File: src/rtl/seven_segment_decoder_if.sv
// Bus between a seven-segment source and the receive-side decoder/checker.
// The master drives the active-low segment bus; the slave (the decoder)
// returns the decoded digit, status flags and event counters.
interface seven_segment_decoder_if #(
    parameter int CNT_W = 16
);
    logic [7:0]       seg_in;
    logic [3:0]       value;
    logic             value_valid;
    logic             update;
    logic             invalid;
    logic             step_err;
    logic [CNT_W-1:0] update_count;
    logic [CNT_W-1:0] err_count;

    modport master (
        output seg_in,
        input  value,
        input  value_valid,
        input  update,
        input  invalid,
        input  step_err,
        input  update_count,
        input  err_count
    );

    modport slave (
        input  seg_in,
        output value,
        output value_valid,
        output update,
        output invalid,
        output step_err,
        output update_count,
        output err_count
    );
endinterface

File: src/rtl/seven_segment_decoder.sv
// Receive-side seven-segment checker: debounces the active-low segment bus,
// decodes accepted patterns back to a hex digit, and flags illegal glyphs
// and sequence steps other than +1 mod 16.
//
// state    | meaning
// ---------+------------------------------------------------------------
// S_EMPTY  | no digit held (after reset or a blank); next digit is "first"
// S_LOCKED | value holds an accepted digit; next change is step-checked
//
// The bus CNT_W must match the CNT_W of the connected interface instance.
module seven_segment_decoder #(
    parameter int STABLE_CYCLES = 4,
    parameter int CNT_W         = 16
) (
    input  logic                         clk,
    input  logic                         reset,
    seven_segment_decoder_if.slave       bus
);

    typedef enum logic {
        S_EMPTY  = 1'b0,
        S_LOCKED = 1'b1
    } state_t;

    localparam logic [7:0] STAB_MAX  = 8'(STABLE_CYCLES);
    localparam logic [7:0] STAB_LAST = 8'(STABLE_CYCLES - 1);

    // {legal digit, blank, digit}; all-zero means an illegal code
    function automatic logic [5:0] decode_glyph(input logic [6:0] seg);
        logic [5:0] r;
        case (seg)
            7'h40:   r = {2'b10, 4'h0};
            7'h79:   r = {2'b10, 4'h1};
            7'h24:   r = {2'b10, 4'h2};
            7'h30:   r = {2'b10, 4'h3};
            7'h19:   r = {2'b10, 4'h4};
            7'h12:   r = {2'b10, 4'h5};
            7'h02:   r = {2'b10, 4'h6};
            7'h78:   r = {2'b10, 4'h7};
            7'h00:   r = {2'b10, 4'h8};
            7'h10:   r = {2'b10, 4'h9};
            7'h08:   r = {2'b10, 4'hA};
            7'h03:   r = {2'b10, 4'hB};
            7'h46:   r = {2'b10, 4'hC};
            7'h21:   r = {2'b10, 4'hD};
            7'h06:   r = {2'b10, 4'hE};
            7'h0E:   r = {2'b10, 4'hF};
            7'h7F:   r = {2'b01, 4'h0};
            default: r = 6'b00_0000;
        endcase
        return r;
    endfunction

    state_t           state_q, state_d;
    logic [6:0]       seg_q, seg_d;
    logic [7:0]       stab_cnt_q, stab_cnt_d;
    logic [3:0]       value_q, value_d;
    logic             update_q, update_d;
    logic             invalid_q, invalid_d;
    logic             step_err_q, step_err_d;
    logic [CNT_W-1:0] update_count_q, update_count_d;
    logic [CNT_W-1:0] err_count_q, err_count_d;

    logic [6:0]       seg_now;
    logic             same;
    logic             accept;
    logic [5:0]       glyph;
    logic             is_digit;
    logic             is_blank;
    logic [3:0]       digit;
    logic             err_evt;
    logic             unused_dp;

    // The decimal point carries no digit information
    assign unused_dp = bus.seg_in[7];
    assign seg_now   = bus.seg_in[6:0];
    assign same      = (seg_now == seg_q);
    // Accept on the edge that would take the run length to STABLE_CYCLES
    assign accept    = same && (stab_cnt_q == STAB_LAST);
    assign glyph     = decode_glyph(seg_now);
    assign is_digit  = glyph[5];
    assign is_blank  = glyph[4];
    assign digit     = glyph[3:0];

    // State register
    always_ff @(posedge clk) begin
        if (reset) begin
            state_q <= S_EMPTY;
        end else begin
            state_q <= state_d;
        end
    end

    // Next-state: blank empties, a legal digit locks, an illegal code holds
    always_comb begin
        state_d = state_q;
        if (accept) begin
            if (is_blank) begin
                state_d = S_EMPTY;
            end else if (is_digit) begin
                state_d = S_LOCKED;
            end
        end
    end

    // Output/datapath next values: stability tracking, decode, pulses, counters
    always_comb begin
        seg_d          = seg_now;
        stab_cnt_d     = stab_cnt_q;
        value_d        = value_q;
        update_d       = 1'b0;
        step_err_d     = 1'b0;
        invalid_d      = invalid_q;
        err_evt        = 1'b0;
        update_count_d = update_count_q;
        err_count_d    = err_count_q;

        if (!same) begin
            stab_cnt_d = 8'd0;
        end else if (stab_cnt_q != STAB_MAX) begin
            stab_cnt_d = stab_cnt_q + 8'd1;
        end

        if (accept) begin
            if (is_digit) begin
                invalid_d = 1'b0;
                if (state_q == S_EMPTY) begin
                    value_d  = digit;
                    update_d = 1'b1;
                end else if (digit != value_q) begin
                    value_d    = digit;
                    update_d   = 1'b1;
                    step_err_d = (digit != 4'(value_q + 4'd1));
                end
            end else if (is_blank) begin
                invalid_d = 1'b0;
            end else begin
                invalid_d = 1'b1;
                err_evt   = 1'b1;
            end
        end

        if (step_err_d) begin
            err_evt = 1'b1;
        end

        if (update_d && (update_count_q != {CNT_W{1'b1}})) begin
            update_count_d = update_count_q + 1'b1;
        end
        if (err_evt && (err_count_q != {CNT_W{1'b1}})) begin
            err_count_d = err_count_q + 1'b1;
        end
    end

    // Datapath and output registers
    always_ff @(posedge clk) begin
        if (reset) begin
            seg_q          <= 7'h7F;
            stab_cnt_q     <= 8'd0;
            value_q        <= 4'h0;
            update_q       <= 1'b0;
            step_err_q     <= 1'b0;
            invalid_q      <= 1'b0;
            update_count_q <= '0;
            err_count_q    <= '0;
        end else begin
            seg_q          <= seg_d;
            stab_cnt_q     <= stab_cnt_d;
            value_q        <= value_d;
            update_q       <= update_d;
            step_err_q     <= step_err_d;
            invalid_q      <= invalid_d;
            update_count_q <= update_count_d;
            err_count_q    <= err_count_d;
        end
    end

    assign bus.value        = value_q;
    assign bus.value_valid  = (state_q == S_LOCKED);
    assign bus.update       = update_q;
    assign bus.step_err     = step_err_q;
    assign bus.invalid      = invalid_q;
    assign bus.update_count = update_count_q;
    assign bus.err_count    = err_count_q;

endmodule

File: src/flat_wrapper.sv
// flat-port wrapper written by rule: the top's interface ports become plain ports
module seven_segment_decoder_flat 
#(
    parameter int STABLE_CYCLES = 4,
    parameter int CNT_W         = 16
)
  (clk, reset, bus_seg_in, bus_value, bus_value_valid, bus_update, bus_invalid, bus_step_err, bus_update_count, bus_err_count);
  seven_segment_decoder_if #(.CNT_W(CNT_W)) bus_i ();
  input  logic clk;
  input  logic reset;
  input wire logic [$bits(bus_i.seg_in)-1:0] bus_seg_in;
  output wire logic [$bits(bus_i.value)-1:0] bus_value;
  output wire logic [$bits(bus_i.value_valid)-1:0] bus_value_valid;
  output wire logic [$bits(bus_i.update)-1:0] bus_update;
  output wire logic [$bits(bus_i.invalid)-1:0] bus_invalid;
  output wire logic [$bits(bus_i.step_err)-1:0] bus_step_err;
  output wire logic [$bits(bus_i.update_count)-1:0] bus_update_count;
  output wire logic [$bits(bus_i.err_count)-1:0] bus_err_count;
  assign bus_i.seg_in = bus_seg_in;
  assign bus_value = bus_i.value;
  assign bus_value_valid = bus_i.value_valid;
  assign bus_update = bus_i.update;
  assign bus_invalid = bus_i.invalid;
  assign bus_step_err = bus_i.step_err;
  assign bus_update_count = bus_i.update_count;
  assign bus_err_count = bus_i.err_count;
  seven_segment_decoder #(.STABLE_CYCLES(STABLE_CYCLES), .CNT_W(CNT_W)) u_core (.clk(clk), .reset(reset), .bus(bus_i));
endmodule
File: config.mk
export PLATFORM = sky130hd
export DESIGN_NAME = seven_segment_decoder_flat
export DESIGN_NICKNAME = d
export VERILOG_FILES = /design/src/rtl/seven_segment_decoder_if.sv /design/src/rtl/seven_segment_decoder.sv /design/src/flat_wrapper.sv
export SDC_FILE = /design/constraint.sdc
export NUM_CORES = 1
export LEC_CHECK = 0
export CORE_UTILIZATION = 49
export CTS_CLUSTER_DIAMETER = 200
export DETAILED_ROUTE_END_ITERATION = 12
export GPL_ROUTABILITY_DRIVEN = 0
export HOLD_SLACK_MARGIN = 0.06
export PLACE_DENSITY = 0.79
export SLEW_MARGIN = 15
export SYNTH_ARGS = -nofsm -noshare
export SYNTH_HDL_FRONTEND = slang
export SYNTH_SLANG_ARGS = --single-unit
export TNS_END_PERCENT = 1
File: constraint.sdc
create_clock -name clk -period 3 [get_ports clk]
set_clock_uncertainty 0.1 [all_clocks]
set_input_delay 0.6 -clock clk [delete_from_list [all_inputs] [get_ports clk]]
set_output_delay 0.6 -clock clk [all_outputs]
set_load 0.01 [all_outputs]
==> results of run 1 <==
## state kept, by name, indices dropped and copies added (netlist names)
| register | cells |
|---|---|
| u_core.bus.err_count | 16 |
| u_core.bus.invalid | 1 |
| u_core.bus.step_err | 1 |
| u_core.bus.update | 1 |
| u_core.bus.update_count | 16 |
| u_core.bus.value | 4 |
| u_core.bus.value_valid | 1 |
| u_core.seg_q | 7 |
| u_core.stab_cnt_q | 8 |
## cell families (layout without fill, tap and decap cells)
logic type               Yosys count  after routing  share of synthesized area
flip-flops                        55             55                      0.354
XOR/XNOR                          34             34                      0.105
AND/OR/NAND/NOR                  182            182                      0.323
buffers and inverters             26            125                     0.0486
adder cells (fa/ha/maj)            5              5                     0.0201
multiplexers                       7              7                     0.0245
AO/OA/AOI/OAI                     56             58                      0.125
## path summary, 6_finish.rpt
| kind | startpoint | endpoint | slack (ns) | depth (start not counted) |
|---|---|---|---|---|
| worst max-delay path | bus_seg_in[4] | u_core.bus.update_count[3]$_SDFFE_PP0P_ | -0.05 | 14 |
| worst min-delay path | u_core.bus.invalid$_SDFFE_PP0P_ | u_core.bus.invalid$_SDFFE_PP0P_ | 0.40 | 2 |
| worst max register to register | u_core.stab_cnt_q[4]$_SDFFE_PP0P_ | u_core.bus.update_count[3]$_SDFFE_PP0P_ | 0.26 | 10 |
| worst min register to register | u_core.bus.invalid$_SDFFE_PP0P_ | u_core.bus.invalid$_SDFFE_PP0P_ | 0.40 | 2 |
## metrics by stage
step | setup WS, ns | cells | TNS, ns | utilization | cell area, sq um
CTS | 0.0789 | 541 | 0 | 0.707 | 4260
detailed placement | -0.594 | 519 | -15.09 | 0.654 | 3940
global route | -0.101 | 541 | -1.21 | 0.711 | 4280
finish | -0.0453 | 541 | -0.0453 | 0.711 | 4280
global placement | -0.506 | 519 | -12.75 | 0.654 | 3940
floorplan | 0.0132 | 365 | 0 | - | 3110
## metal layers
metal  vias to the layer above  global-route usage  wire length, um
met5                         -                   0                0
met4                         0              0.0912              200
met3                        24              0.0556              499
met2                       130               0.441             4010
met1                      1496               0.304             3560
li1                       1499                   -                -
## worst reg2reg max path: cells and delay by family (launching register included)
family | cells | cell delay [ns]
buffers and inverters | 2 | 0.28
AOI/OAI and AO/OA | 2 | 0.30
DFF | 1 | 0.34
and+or+nand+nor | 6 | 1.68
## cells in the mapped netlist, types with 2 or more instances
library cell / count / area, sq um
dfxtp_1: 55 / 1100
nor2_1: 44 / 165
nand3_1: 32 / 160
nand2_1: 25 / 93.8
xnor2_1: 20 / 175
a21oi_1: 18 / 90.1
or3_1: 15 / 93.8
o21ai_0: 11 / 55.1
xor2_1: 11 / 96.3
and3_1: 10 / 62.6
inv_1: 9 / 33.8
o21ai_1: 9 / 45.0
nor3_1: 8 / 40.0
or2_2: 7 / 43.8
buf_6: 6 / 67.6
clkbuf_1: 6 / 22.5
nor2b_1: 6 / 37.5
nor4_1: 6 / 37.5
ha_1: 5 / 62.6
nand4_1: 5 / 31.3
buf_2: 4 / 20.0
mux2i_1: 4 / 40.0
a211oi_1: 3 / 22.5
and4_1: 3 / 26.3
a32oi_1: 2 / 17.5
a41o_1: 2 / 20.0
mux2_2: 2 / 22.5
nor2_2: 2 / 12.5
nor3b_1: 2 / 15.0
nor4b_2: 2 / 30.0
nor4bb_1: 2 / 20.0
or4_1: 2 / 15.0
xor2_2: 2 / 32.5
## report_power, final
part | switching, W | internal [W] | total [W]
registers | 0.00000242 | 0.000735 | 0.000737
logic | 0.0000788 | 0.0000771 | 0.000156
clock network | 0.000259 | 0.000253 | 0.000512
## final cells by class
cell class	count	area, sq um	area share
clock buffer	6	72.6	0.0169
inverter	9	33.8	0.00789
tap	75	93.8	0.0219
sequential	55	1100	0.257
clock inverter	2	38.8	0.00906
multi-input combinational	286	1990	0.466
timing repair buffer	108	947	0.221
## what timing repair did
item / in CTS / in global routing
pin swaps: 13 / 10
buffers inserted: 9 / 0
hold endpoints to repair: 0 / 0
gates cloned: 5 / 0
setup endpoints to repair: 28 / 22
resized for setup: 28 / 13
==> impl_results.md, run 1 <==
- Status: complete, but fails checks
- Violated checks: setup timing
- Flops & latches, synth: 55
- Max-cap violation count: 0
- Share of layout cells above drive strength 1: 0.236
- Skew-Pair Late Insertion Delay: approximately 0.32 ns
- Top Ports: 50
- RSZ-0062 raised after global routing: yes
- CP Data Required Time: between 3 and 4 ns
- CTS Buffer Depth: 2
- N_diodes: 0
- Worst hold slack: about 0.40 ns
- Critical path type: in2reg
- Total gr overflow: 0
- Max VDD drop: approximately 0.22 mV
- Total Power: between 0.001 and 0.0015 W
- Routed WL per cell: between 15 and 20 um
- CTS buffer count: 5
- DRC: 0
- CP cell instances: dlygate4sd2_1, buf_6, buf_4, nor3b_1, nand3_1, nand2_1, nor3_4, xor2_1, buf_4, buf_4, a41oi_2, nand2_1, or4_1, nand2_1
- Gr usage total: 0.253
- Critical path arrival: 3.21 ns
- Die Wd: 81.7 um
- Slew Viols, Final: 0
- Setup Viol. Count Final: 1
- Core Box Area: ~0.006 sq mm
- DR vias: 3149
- Max H-tree Level: 2
- Post-Syn Area: between 0.003 and 0.004 sq mm
- Period utilisation layout: 1.02
- Final WL: 8280 um
- Root Driver: clkbuf_8
- Drt initial violations: 246
- CTS tree: yes
- Sink Count: between 50 and 60
- Chip height: roughly 82 um
- Most frequent cells in the layout: 55 x dfxtp_1, 52 x buf_4, 44 x nor2_1
- Post-synthesis cell type count: a little under 60
- Clock-pin slew on the worst setup and hold paths: approximately 0.10 ns
- Syn Area/Cell: between 8 and 9 sq um
- Die area: 0.00668 sq mm
- Initial core utilization: 0.517
- Most common cell after layout, fill and taps aside: dfxtp_1
- Final worst slack: -0.0453 ns
- Static leakage: 1.64 nW
- Antenna viol nets, final: 0
- CP delay by family, top: simple AND/OR/NAND/NOR gates
- Largest net degree at the start of global routing: between 50 and 60
- Dpl hpwl: 5150 um
- Fill cells: roughly 460
- Nets: 480
- Layout area overhead: 37.5%
- Crit path largest cell delay: slightly below 0.5 ns
- Slowest cell on the critical path: or4_1
- HP Class: reg2reg
- Syn nets: 380
- Cells after Synth: around 370
- CP Launch Type: input pin
- CP endpoint kind: flop
- Worst slew pin tran: roughly 0.45 ns
- Syn. warnings: 0
- Buffers and inverters on the worst path: 5
- Most used DFF post-synth: dfxtp_1
- Slew headroom: 0.702
- Vias/cell: 5.82
- Row count: 28
- Minimum clock period: a little over 3 ns
- Sequential area share after synthesis: 0.354
- Initial antenna violation count: 0
- Max Clk Rate: 328 MHz
- Drt pass-1 iters: 5
- EDFF count, synth: 0
- Post-CTS Hold Fix Bufs: 0
- Number of global-route vias before repair: roughly 3000
- Power Density: between 300 and 400 mW/mm^2
- Async S/R FF share, synth: 0
- Crit path max fanout: 6
- Port Buffer Count: 48
- Final Hold Fails: 0
- First-pass GRT wire length: roughly 13000 um
Note: power is estimated with default switching activity, not from simulation.
==> run 2: changes to the inputs <==
--- a/config.mk
+++ b/config.mk
@@ -5,6 +5,7 @@
 export SDC_FILE = /design/constraint.sdc
 export NUM_CORES = 1
 export LEC_CHECK = 0
+export CAP_MARGIN = 20
 export CORE_UTILIZATION = 49
 export CTS_CLUSTER_DIAMETER = 200
 export DETAILED_ROUTE_END_ITERATION = 12
==> results of run 2 <==
The final DEF is identical to that of run 1; final timing and power are the same.
